**config.mk**
```make
export PLATFORM = sky130hd
export DESIGN_NAME = module_mult_seq
export DESIGN_NICKNAME = d
export VERILOG_FILES = /design/src/rtl/module_mult_seq.sv
export SDC_FILE = /design/constraint.sdc
export NUM_CORES = 1
export LEC_CHECK = 0
export BUFFER_PORTS_ARGS = -buffer_cell sky130_fd_sc_hd__buf_2
export CAP_MARGIN = 10
export CORE_AREA = 2 2 89 91
export DETAILED_ROUTE_END_ITERATION = 16
export DIE_AREA = 0 0 91 93
export GPL_TIMING_DRIVEN = 0
export PLACE_DENSITY = 0.81
export SYNTH_ARGS = -nofsm -noshare
export SYNTH_HDL_FRONTEND = slang
export SYNTH_SLANG_ARGS = --single-unit
```
**constraint.sdc**
```tcl
create_clock -name clk -period 3 [get_ports clk]
set_clock_uncertainty 0.1 [all_clocks]
set_input_delay 0.15 -clock clk [delete_from_list [all_inputs] [get_ports clk]]
set_output_delay 0.15 -clock clk [all_outputs]
set_load 0.1 [all_outputs]
```
**src/rtl/module_mult_seq.sv**
```systemverilog
// Keypad calculator sequencer: captures operand A then B, runs a fixed-latency
// shift-add multiply and drives the display source select.
module module_mult_seq #(
    parameter int unsigned WIDTH = 8
) (
    input  logic               clk,
    input  logic               rst,
    input  logic               rdy_in,
    input  logic [WIDTH-1:0]   num_in,
    input  logic               clear,
    output logic [WIDTH-1:0]   a_o,
    output logic [WIDTH-1:0]   b_o,
    output logic [2*WIDTH-1:0] prod_o,
    output logic               busy,
    output logic               done,
    output logic               rdy_drop,
    output logic [1:0]         fuente_sel
);

    localparam int unsigned PW    = 2 * WIDTH;
    localparam int unsigned CNT_W = (WIDTH > 1) ? $clog2(WIDTH) : 1;
    localparam logic [CNT_W-1:0] CNT_LAST = CNT_W'(WIDTH - 1);

    typedef enum logic [1:0] {
        S_WAIT_A = 2'd0,
        S_WAIT_B = 2'd1,
        S_MULT   = 2'd2,
        S_SHOW   = 2'd3
    } state_t;

    state_t            state_q, state_d;
    logic [WIDTH-1:0]  a_q, a_d;
    logic [WIDTH-1:0]  b_q, b_d;
    logic [PW-1:0]     prod_q, prod_d;
    logic [PW-1:0]     p_q, p_d;
    logic [PW-1:0]     mc_q, mc_d;
    logic [WIDTH-1:0]  mp_q, mp_d;
    logic [CNT_W-1:0]  cnt_q, cnt_d;
    logic              busy_q, busy_d;
    logic              done_q, done_d;
    logic              drop_q, drop_d;
    logic [1:0]        sel_q, sel_d;
    logic [PW-1:0]     p_step;
    logic              last_iter;

    // State register
    always_ff @(posedge clk or negedge rst) begin
        if (!rst) begin
            state_q <= S_WAIT_A;
        end else begin
            state_q <= state_d;
        end
    end

    assign last_iter = (cnt_q == CNT_LAST);

    // Next-state logic; clear overrides every transition
    always_comb begin
        state_d = state_q;
        if (clear) begin
            state_d = S_WAIT_A;
        end else begin
            unique case (state_q)
                S_WAIT_A: if (rdy_in) state_d = S_WAIT_B;
                S_WAIT_B: if (rdy_in) state_d = S_MULT;
                S_MULT:   if (last_iter) state_d = S_SHOW;
                S_SHOW:   if (rdy_in) state_d = S_WAIT_B;
                default:  state_d = S_WAIT_A;
            endcase
        end
    end

    // Partial product for the current iteration
    assign p_step = mp_q[0] ? (p_q + mc_q) : p_q;

    // Datapath and output next-values
    always_comb begin
        a_d    = a_q;
        b_d    = b_q;
        prod_d = prod_q;
        p_d    = p_q;
        mc_d   = mc_q;
        mp_d   = mp_q;
        cnt_d  = cnt_q;
        done_d = 1'b0;
        drop_d = 1'b0;
        busy_d = (state_d == S_MULT);
        unique case (state_d)
            S_MULT:  sel_d = 2'b01;
            S_SHOW:  sel_d = 2'b10;
            default: sel_d = 2'b00;
        endcase

        if (clear) begin
            a_d    = '0;
            b_d    = '0;
            prod_d = '0;
            p_d    = '0;
            mc_d   = '0;
            mp_d   = '0;
            cnt_d  = '0;
        end else begin
            unique case (state_q)
                S_WAIT_A: begin
                    if (rdy_in) a_d = num_in;
                end
                S_WAIT_B: begin
                    if (rdy_in) begin
                        b_d   = num_in;
                        p_d   = '0;
                        mc_d  = {{WIDTH{1'b0}}, a_q};
                        mp_d  = num_in;
                        cnt_d = '0;
                    end
                end
                S_MULT: begin
                    p_d    = p_step;
                    mc_d   = mc_q << 1;
                    mp_d   = mp_q >> 1;
                    cnt_d  = cnt_q + CNT_W'(1);
                    drop_d = rdy_in;
                    if (last_iter) begin
                        prod_d = p_step;
                        done_d = 1'b1;
                    end
                end
                S_SHOW: begin
                    if (rdy_in) begin
                        a_d = num_in;
                        b_d = '0;
                    end
                end
                default: ;
            endcase
        end
    end

    // Datapath and output registers
    always_ff @(posedge clk or negedge rst) begin
        if (!rst) begin
            a_q    <= '0;
            b_q    <= '0;
            prod_q <= '0;
            p_q    <= '0;
            mc_q   <= '0;
            mp_q   <= '0;
            cnt_q  <= '0;
            busy_q <= 1'b0;
            done_q <= 1'b0;
            drop_q <= 1'b0;
            sel_q  <= 2'b00;
        end else begin
            a_q    <= a_d;
            b_q    <= b_d;
            prod_q <= prod_d;
            p_q    <= p_d;
            mc_q   <= mc_d;
            mp_q   <= mp_d;
            cnt_q  <= cnt_d;
            busy_q <= busy_d;
            done_q <= done_d;
            drop_q <= drop_d;
            sel_q  <= sel_d;
        end
    end

    assign a_o        = a_q;
    assign b_o        = b_q;
    assign prod_o     = prod_q;
    assign busy       = busy_q;
    assign done       = done_q;
    assign rdy_drop   = drop_q;
    assign fuente_sel = sel_q;

endmodule

```
Yosys cells after proc, flatten, opt, wreduce, memory -nomap -nowiden
Cells that the tools add are included.

Register bits: 82. Output and inout port bits: 37. Memory bits (read-only): 0. RAM bits: 0. Latch bits: 0. Logic and storage cells: 66. Memories kept: 0.

Magnitude comparators: 0. Equality and inequality tests: 8. Add/subtract/negate cells: 2. Bitwise logic cells: 0. Multipliers: 0. Muxes and demuxes: 32. Div/mod/pow operators: 0. Shifts and indexed selects: 0. Reductions and logical operators: 12.

Operators by type and width (number): $mux 16 (8); $pmux 16 s2 (2); $mux 8 (6); $pmux 8 s2 (2); $add 16x16->16 (1); $eq 2x2->1 const B (4); $mux 2 (4); $reduce_bool 2->1 (4); $mux 3 (2); $ne 3x3->1 const B (2); $pmux 2 s3 (1); $pmux 3 s2 (1); $reduce_and 2->1 (3); $reduce_bool 3->1 (2); $mux 1 (5); $pmux 2 s2 (1); $add 3x1->3 const B (1); $eq 3x3->1 const B (1); $reduce_and 3->1 (1); $eq 2x1->1 const B (1); $logic_not 2->1 (1); $reduce_or 2->1 (1).

Logic depth before layout (Yosys ltp)
Gate-level depths: netlist of the first run.

Depth after elaboration: 6. Depth in mapped cells: 11. Gate-level depth less buffers: 10.

Worst setup path before layout of the first run
OpenSTA, ideal clock, no wires.

Path kind: register to register. From: register mc_q[0]. To: register prod_q[14] (netlist: prod_o[14]). Clock period less this slack: 2283 ps. Required time: 2776 ps. Slack: 717 ps. Cell stages (with the launch flop): 11. Path buffers: 0. Arrival: 2059 ps. Path through: dfrtp_1 > ha_1 > inv_1 > fa_1 > nor2b_4 > o31a_1 > o31ai_4 > o221ai_2 > a31oi_4 > mux2i_1 > nand2_1.

Cells in the longest elaborated chain, start to end: 5.

Ends and longest elaborated chain: from (decl) (line 36) `logic [PW-1:0] mc_q, mc_d;`; from (signal assigned) (line 157) `mc_q <= mc_d;`; $add 16x16->16 (line 74) `assign p_step = mp_q[0] ? (p_q + mc_q) : p_q;`; $mux 16 (line 74); $mux 16 (line 122) `if (last_iter) begin`; $mux 16 (line 103) `unique case (state_q)`; $mux 16 (line 94) `if (clear) begin`; to (signal assigned) (line 155) `prod_q <= prod_d;`; to (decl) (line 34) `logic [PW-1:0] prod_q, prod_d;`.

Every way passes these cells. The select of a mux whose other input is x is not followed. A chain may end at the register's enable or synchronous reset.

Worst setup path after layout of the first run
Same ends and word-level chain as after synthesis.

==> impl_results.md, run 1 <==
- Status: finished clean
- Core Area: 0.00753 mm2
- Power Internal: 1700 uW
- Total negative slack: 0 ps
- CTS tree: yes
- Crit Path Category: reg -> reg
- Post-Syn Area: around 0.0043 mm2
- DR vias: 3638
- P_sw: 1150 uW
- Maximum clock path buffer count: 2
- Cell taking the most area after synthesis: dfrtp_1
- Slew headroom: 0.555
- R2R Setup Slk: between 300 and 400 ps
- Flop pwr share: 0.435
- Gr usage total: 0.251
- GPL Wtd Cong: 0.907
- Critical Path End Type: register
- Number of port buffers: 47
- Clk_lat worst skew: 360 ps
- Synthesized netlist cell count: 443
- Syn Area/Cell: 9.79 um2
- Clock power share: 0.250
- Post-synth top area share: 0.467
- Die Area: 0.00846 mm2
- WL/cell: between 15 and 20 um
- Grt total ovfl: 0
- Fin. Hold Viols: 0
- Clock edge transition at the registers on the reported setup and hold paths: 90 ps
- Post-synthesis cell type count: 54
- Setup Viol. Count Final: 0
- Detail Placement HPWL: 7270 um
- Worst Path Max Fanout: 4
- Ys flop type: dfrtp_1
- Maximum Capacitance Violations: 0
- Sequential share of the synthesized area: 0.467
- Die H: 93 um
- Num ports: 49
- Initial antenna violation count: 0
- RSZ-0062 raised after global routing: no
- Design area: 0.00499 mm2
- YS warnings: 0
- Number of buffers created by CTS: 9
- Vias in the first global route: approximately 3600
- Layout cells sized above 1: 0.169
- Fmax: 377 MHz
- Worst slew pin tran: 668 ps
- First-pass GRT wire length: 17000 um
- Final count of pins violating max slew: 0
- DP Area: 0.00473 mm2
- Pwr per Cell Area: 571 mW/mm2
- Setup crit start kind: register
- IR drop worst, VDD: 0.000403 V
- Final wirelength: 10000 um
- Ant diodes: 0
- Die W: 91 um
- CP arrival: 2810 ps
- CTS H-tree depth: 3
- Post-route ant nets: 0
- Pleak: 0.00237 uW
- Synth area leaders: dfrtp_1 47%, ha_1 5.8%, nand2_1 5.1%
- DR vias/cell: 5.89
- Worst Hold Class: in -> reg
- Fin crit period: 2650 ps
- Comb pwr share: 0.315
- Async SR Flop Fraction: 1.00
- Largest net degree at the start of global routing: 55
- Initial core utilization: 0.576
- Area delta synth->final: 15.1%
- Std-Cell Rows: 32
- CTS root buf: clkbuf_8
- Worst path required time: 3150 ps
- Synthesized Nets: about 480
- Final period util: 0.885
- DRC: 0
- Hold Slack: 37.3 ps
- Sw Share: 0.404
- Synthesized flop and latch total: 81
- DRT Pass-1 Iters: 4
- # nets final: 544
- EDFF count, synth: 0
- Num Clock Sinks: 81
- DRT iter0 DRCs: 207
-- path summary, 6_finish.rpt --
| path | to | cells after the start | from |
|---|---|---|---|
| hold reg to reg | prod_o[1] | 2 | prod_o[1] |
| max in group asynchronous | mp_q[7] | 3 | rst |
| setup / recovery | prod_o[14] | 10 | mc_q[0] |
| setup reg to reg | prod_o[14] | 10 | mc_q[0] |
| min in group asynchronous | p_q[2] | 2 | rst |
| hold / removal | mc_q[1] | 2 | clear |
-- cells in the mapped netlist (8+ instances only) --
cell      number
dfrtp_1       81
nand2_1       59
a21oi_1       35
nor2_1        32
o21ai_0       27
ha_1          20
mux2i_1       20
clkbuf_1      14
o31ai_1       14
a22o_1        12
nand3_1       10
inv_1          9
o21ai_1        9
a32oi_1        8
nor2b_1        8
-- metal layers --
layer	track usage	wire [um]
met4	0.0985	205
met1	0.325	4460
met5	0	0
met2	0.432	4980
met3	0.0306	376
-- cells in the final DEF (no fill, tap or decap), types with 2 or more instances in the layout --
cell type,instances
clkinvlp_4,2
inv_2,2
mux2i_1,20
a22oi_1,7
o21ai_0,27
and2_1,2
buf_1,2
o21a_1,3
a211oi_1,7
a32o_1,3
xor2_1,4
a22o_1,12
a32oi_1,8
dfrtp_1,81
o21ai_1,9
clkbuf_1,14
nor2b_1,8
clkinv_2,3
dlygate4sd3_1,9
and3_1,3
nand3_1,10
ha_1,20
buf_6,3
xnor2_1,5
a21o_1,7
inv_1,9
nor3_1,4
clkinv_4,2
clkbuf_8,9
nand2b_1,2
a21oi_1,35
buf_4,3
nand2_1,59
buf_2,52
o31ai_1,14
nor2_1,32
-- registers in the layout, summed over array words and instances, names as in the netlist --
| register | count |
|---|---|
| fuente_sel | 2 |
| rdy_drop | 1 |
| a_o | 8 |
| p_q | 16 |
| done | 1 |
| mc_q | 16 |
| cnt_q | 3 |
| prod_o | 16 |
| mp_q | 8 |
| state_q | 2 |
| b_o | 8 |
-- power by group through the flow --
stage | sequential, uW | clock (uW) | combinational [uW]
final | 1240 | 713 | 896
after global routing | 1250 | 775 | 965
after CTS | 1240 | 723 | 897
after detailed placement | 1260 | 0 | 885
after global placement | 1260 | 0 | 861
after floorplan | 1500 | 0 | 431
-- stage by stage --
step                total power, uW  setup WS, ps  cells  utilization
floorplan                      1930           717    443            -
global placement               2120           472    592        0.624
detailed placement             2150           384    593        0.628
CTS                            2860           372    618        0.663
global route                   2990           247    618        0.663
finish                         2850           346    618        0.663
-- final cells by class --
class	count	area (um2)
Tap cell	102	128
Timing Repair Buffer	57	355
Fill cell	642	2540
Inverter	11	41.3
Buffer	27	139
Clock inverter	7	47.5
Multi-Input combinational cell	324	2130
Clock buffer	9	124
Sequential cell	81	2030
-- worst max-delay path, cell delays in order (launching register included) --
cell and delay (ps):
dfrtp_1 450, ha_1 250, inv_1 80, fa_1 230, nor2b_4 60, o31a_1 300, o31ai_4 310, o221ai_2 210
a31oi_4 260, mux2i_1 220, nand2_1 70
-- kinds of logic after synthesis --
family / Yosys count / synth area share
flip-flops: 81 / 0.467
multiplexers: 20 / 0.0462
AO/OA/AOI/OAI: 146 / 0.230
XOR/XNOR: 9 / 0.0182
adder cells (fa/ha/maj): 21 / 0.0623
AND/OR/NAND/NOR: 128 / 0.134
buffers and inverters: 38 / 0.0415
-- what timing repair did --
| action | 4_1_cts | 5_1_grt |
|---|---|---|
| setup endpoints to repair | 0 | 0 |
| buffers inserted | 0 | 0 |
| hold buffers | 9 | 0 |
| hold endpoints to repair | 68 | 0 |
| resized for setup | 0 | 0 |
Note: power is estimated with default switching activity, not from simulation.
==> run 2, diff against run 1 <==
- CORE_AREA: 2 2 89 91 -> 2 2 94 96
- DIE_AREA: 0 0 91 93 -> 0 0 96 98
- PLACE_DENSITY: 0.81 -> 0.77
- clock period: 3 -> 2.15 ns (I/O delays scaled with it)
==> run 2 against run 1 <==
Die area up 11%; utilization down 2.4 points; register-to-register slack lost 710 ps; clock-buffer cell count grew 3; first-iteration DRC count is 8.7% higher; non-clock buffer count increased by 23; fmax is 5.7% higher; sequential share of layout area is 3.1 points lower; via count rose by 6.1%; the run now ends with setup timing left; largest power group unchanged; design area up 8.5%.
==> impl_results.md, run 2 (same netlist as run 1, synthesis figures left out) <==
- DR vias: 3861
- Fin crit period: 2510 ps
- Fmax: around 400 MHz
- Worst Hold Class: in -> reg
- Maximum Capacitance Violations: 0
- Die W: 96 um
- Worst r2r src: mc_q[0]
- Most common cell after layout, fill and taps aside: dfrtp_1
- Fin. Hold Viols: 0
- Largest net degree at the start of global routing: 60
- DP Area: about 0.0047 mm2
- Pleak: 0.00254 uW
- IR drop worst, VDD: 0.000569 V
- Number of port buffers: 47
- DRT Pass-1 Iters: 4
- Layout Cells excl Fill: 647
- Ant diodes: 0
- Worst min-delay path startpoint: clear
- Slew headroom: 0.594
- Placed insts: 599
- Core Util, Final: 0.640
- DR vias/cell: 5.97
- Status: complete, but fails checks
- Worst slew pin tran: roughly 600 ps
- Num Clock Sinks: 81
- Worst path required time: roughly 2300 ps
- Core Area: 0.00847 mm2
- Num ports: a little under 50
- WL/cell: 17.4 um
- RSZ-0062 raised after global routing: yes
- CTS H-tree depth: 3
- Vias in the first global route: 3775
- Maximum clock path buffer count: 2
- Min setup slack post-route: -361 ps
- Initial core utilization: 0.512
- Most frequent cells in the layout: 80 x dfrtp_1, 59 x nand2_1, 52 x buf_2
- Pwr per Cell Area: roughly 750 mW/mm2
- Crit. Startpoint: mc_q[0]
- Total power: 4080 uW
- Setup Viol. Count Final: 19
- Clk_lat worst skew: 360 ps
- Final count of pins violating max slew: 0
- Worst Path Max Fanout: 3
- Critical Path End Type: register
- GPL Wtd Cong: 0.925
- Total negative slack: -2740 ps
- Design area: 0.00541 mm2
- Std-Cell Rows: 34
- Area delta synth->final: 24.8%
- CP arrival: 2670 ps
- Clock edge transition at the registers on the reported setup and hold paths: 90 ps
- # nets final: about 570
- DRC: 0
- Crit Path Category: reg -> reg
- Layout cells sized above 1: 0.273
- Gr usage total: 0.253
- Final period util: 1.17
- First-pass GRT wire length: 18600 um
- Final wirelength: between 10000 and 15000 um
- Detail Placement HPWL: 7580 um
- CTS tree: yes
- Setup crit start kind: register
- Failing checks: setup timing
- Grt total ovfl: 0
- CTS root buf: clkbuf_8
- DRT iter0 DRCs: 225
- Number of buffers created by CTS: 9
- Die Area: 0.00941 mm2
- Initial antenna violation count: 0
- Post-route ant nets: 0
- Die H: 98 um
[run 2: changes by cell type in the layout (fill, tap and decap cells not counted), sizes merged]
cell / before / now
clkinv: 5 / 2
buf: 61 / 84
clkbuf: 23 / 26
[run 2: cell type report]
class	count	area, um2
fillers	660	3050
well taps	108	135
multi-input cells	324	2340
repair buffers	81	558
clock inverters	4	28.8
clock buffers	12	145
inverters	11	41.3
plain buffers	26	141
flip-flops and latches	81	2030
[run 2: what timing repair did]
| item | 4_1_cts | 5_1_grt |
|---|---|---|
| gates resized for setup | 32 | 31 |
| setup endpoints to repair | 28 | 53 |
| buffers inserted | 19 | 5 |
| pin swaps | 15 | 15 |
| hold buffers | 9 | 0 |
| endpoints found under the hold margin | 89 | 0 |
| cloned | 0 | 0 |
[run 2: layer usage]
metal | share of wire | track usage
met5 | 0 | 0
met4 | 0.018 | 0.0923
met3 | 0.052 | 0.0432
met2 | 0.51 | 0.419
met1 | 0.42 | 0.328
[run 2: report_power, final]
part	leakage (uW)	switching [uW]	total [uW]	internal (uW)
Clock	0.0000826	580	1030	452
Combinational	0.00134	958	1310	351
Sequential	0.00111	101	1740	1640
[run 2: worst max-delay path, stage by stage, from the launching register on]
cell	delay (ps)
dfrtp_1	430
ha_4	180
inv_2	50
fa_2	220
nor2b_4	50
o31a_1	280
o31ai_4	350
buf_4	190
a211oi_2	60
nor2b_2	180
mux2i_1	250
nand2_1	70
[run 2: final timing paths]
kind | to | slack [ps] | cells past startpoint
max | prod_o[10] | -360 | 11
min | mc_q[1] | 40 | 2
max reg2reg | prod_o[10] | -360 | 11
min reg2reg | prod_o[2] | 390 | 2
max in group asynchronous | state_q[0] | 1260 | 3
min in group asynchronous | mc_q[1] | 80 | 2
[run 2: per-stage QoR]
| step | setup slack (ps) | hold slack (ps) |
|---|---|---|
| 6_report | -361 | 35.4 |
| 5_1_grt | -447 | 46.7 |
| 4_1_cts | -296 | 4.39 |
| 3_5_place_dp | -370 | -67.0 |
| 3_3_place_gp | -309 | 298 |
| 2_1_floorplan | -72.0 | -288 |
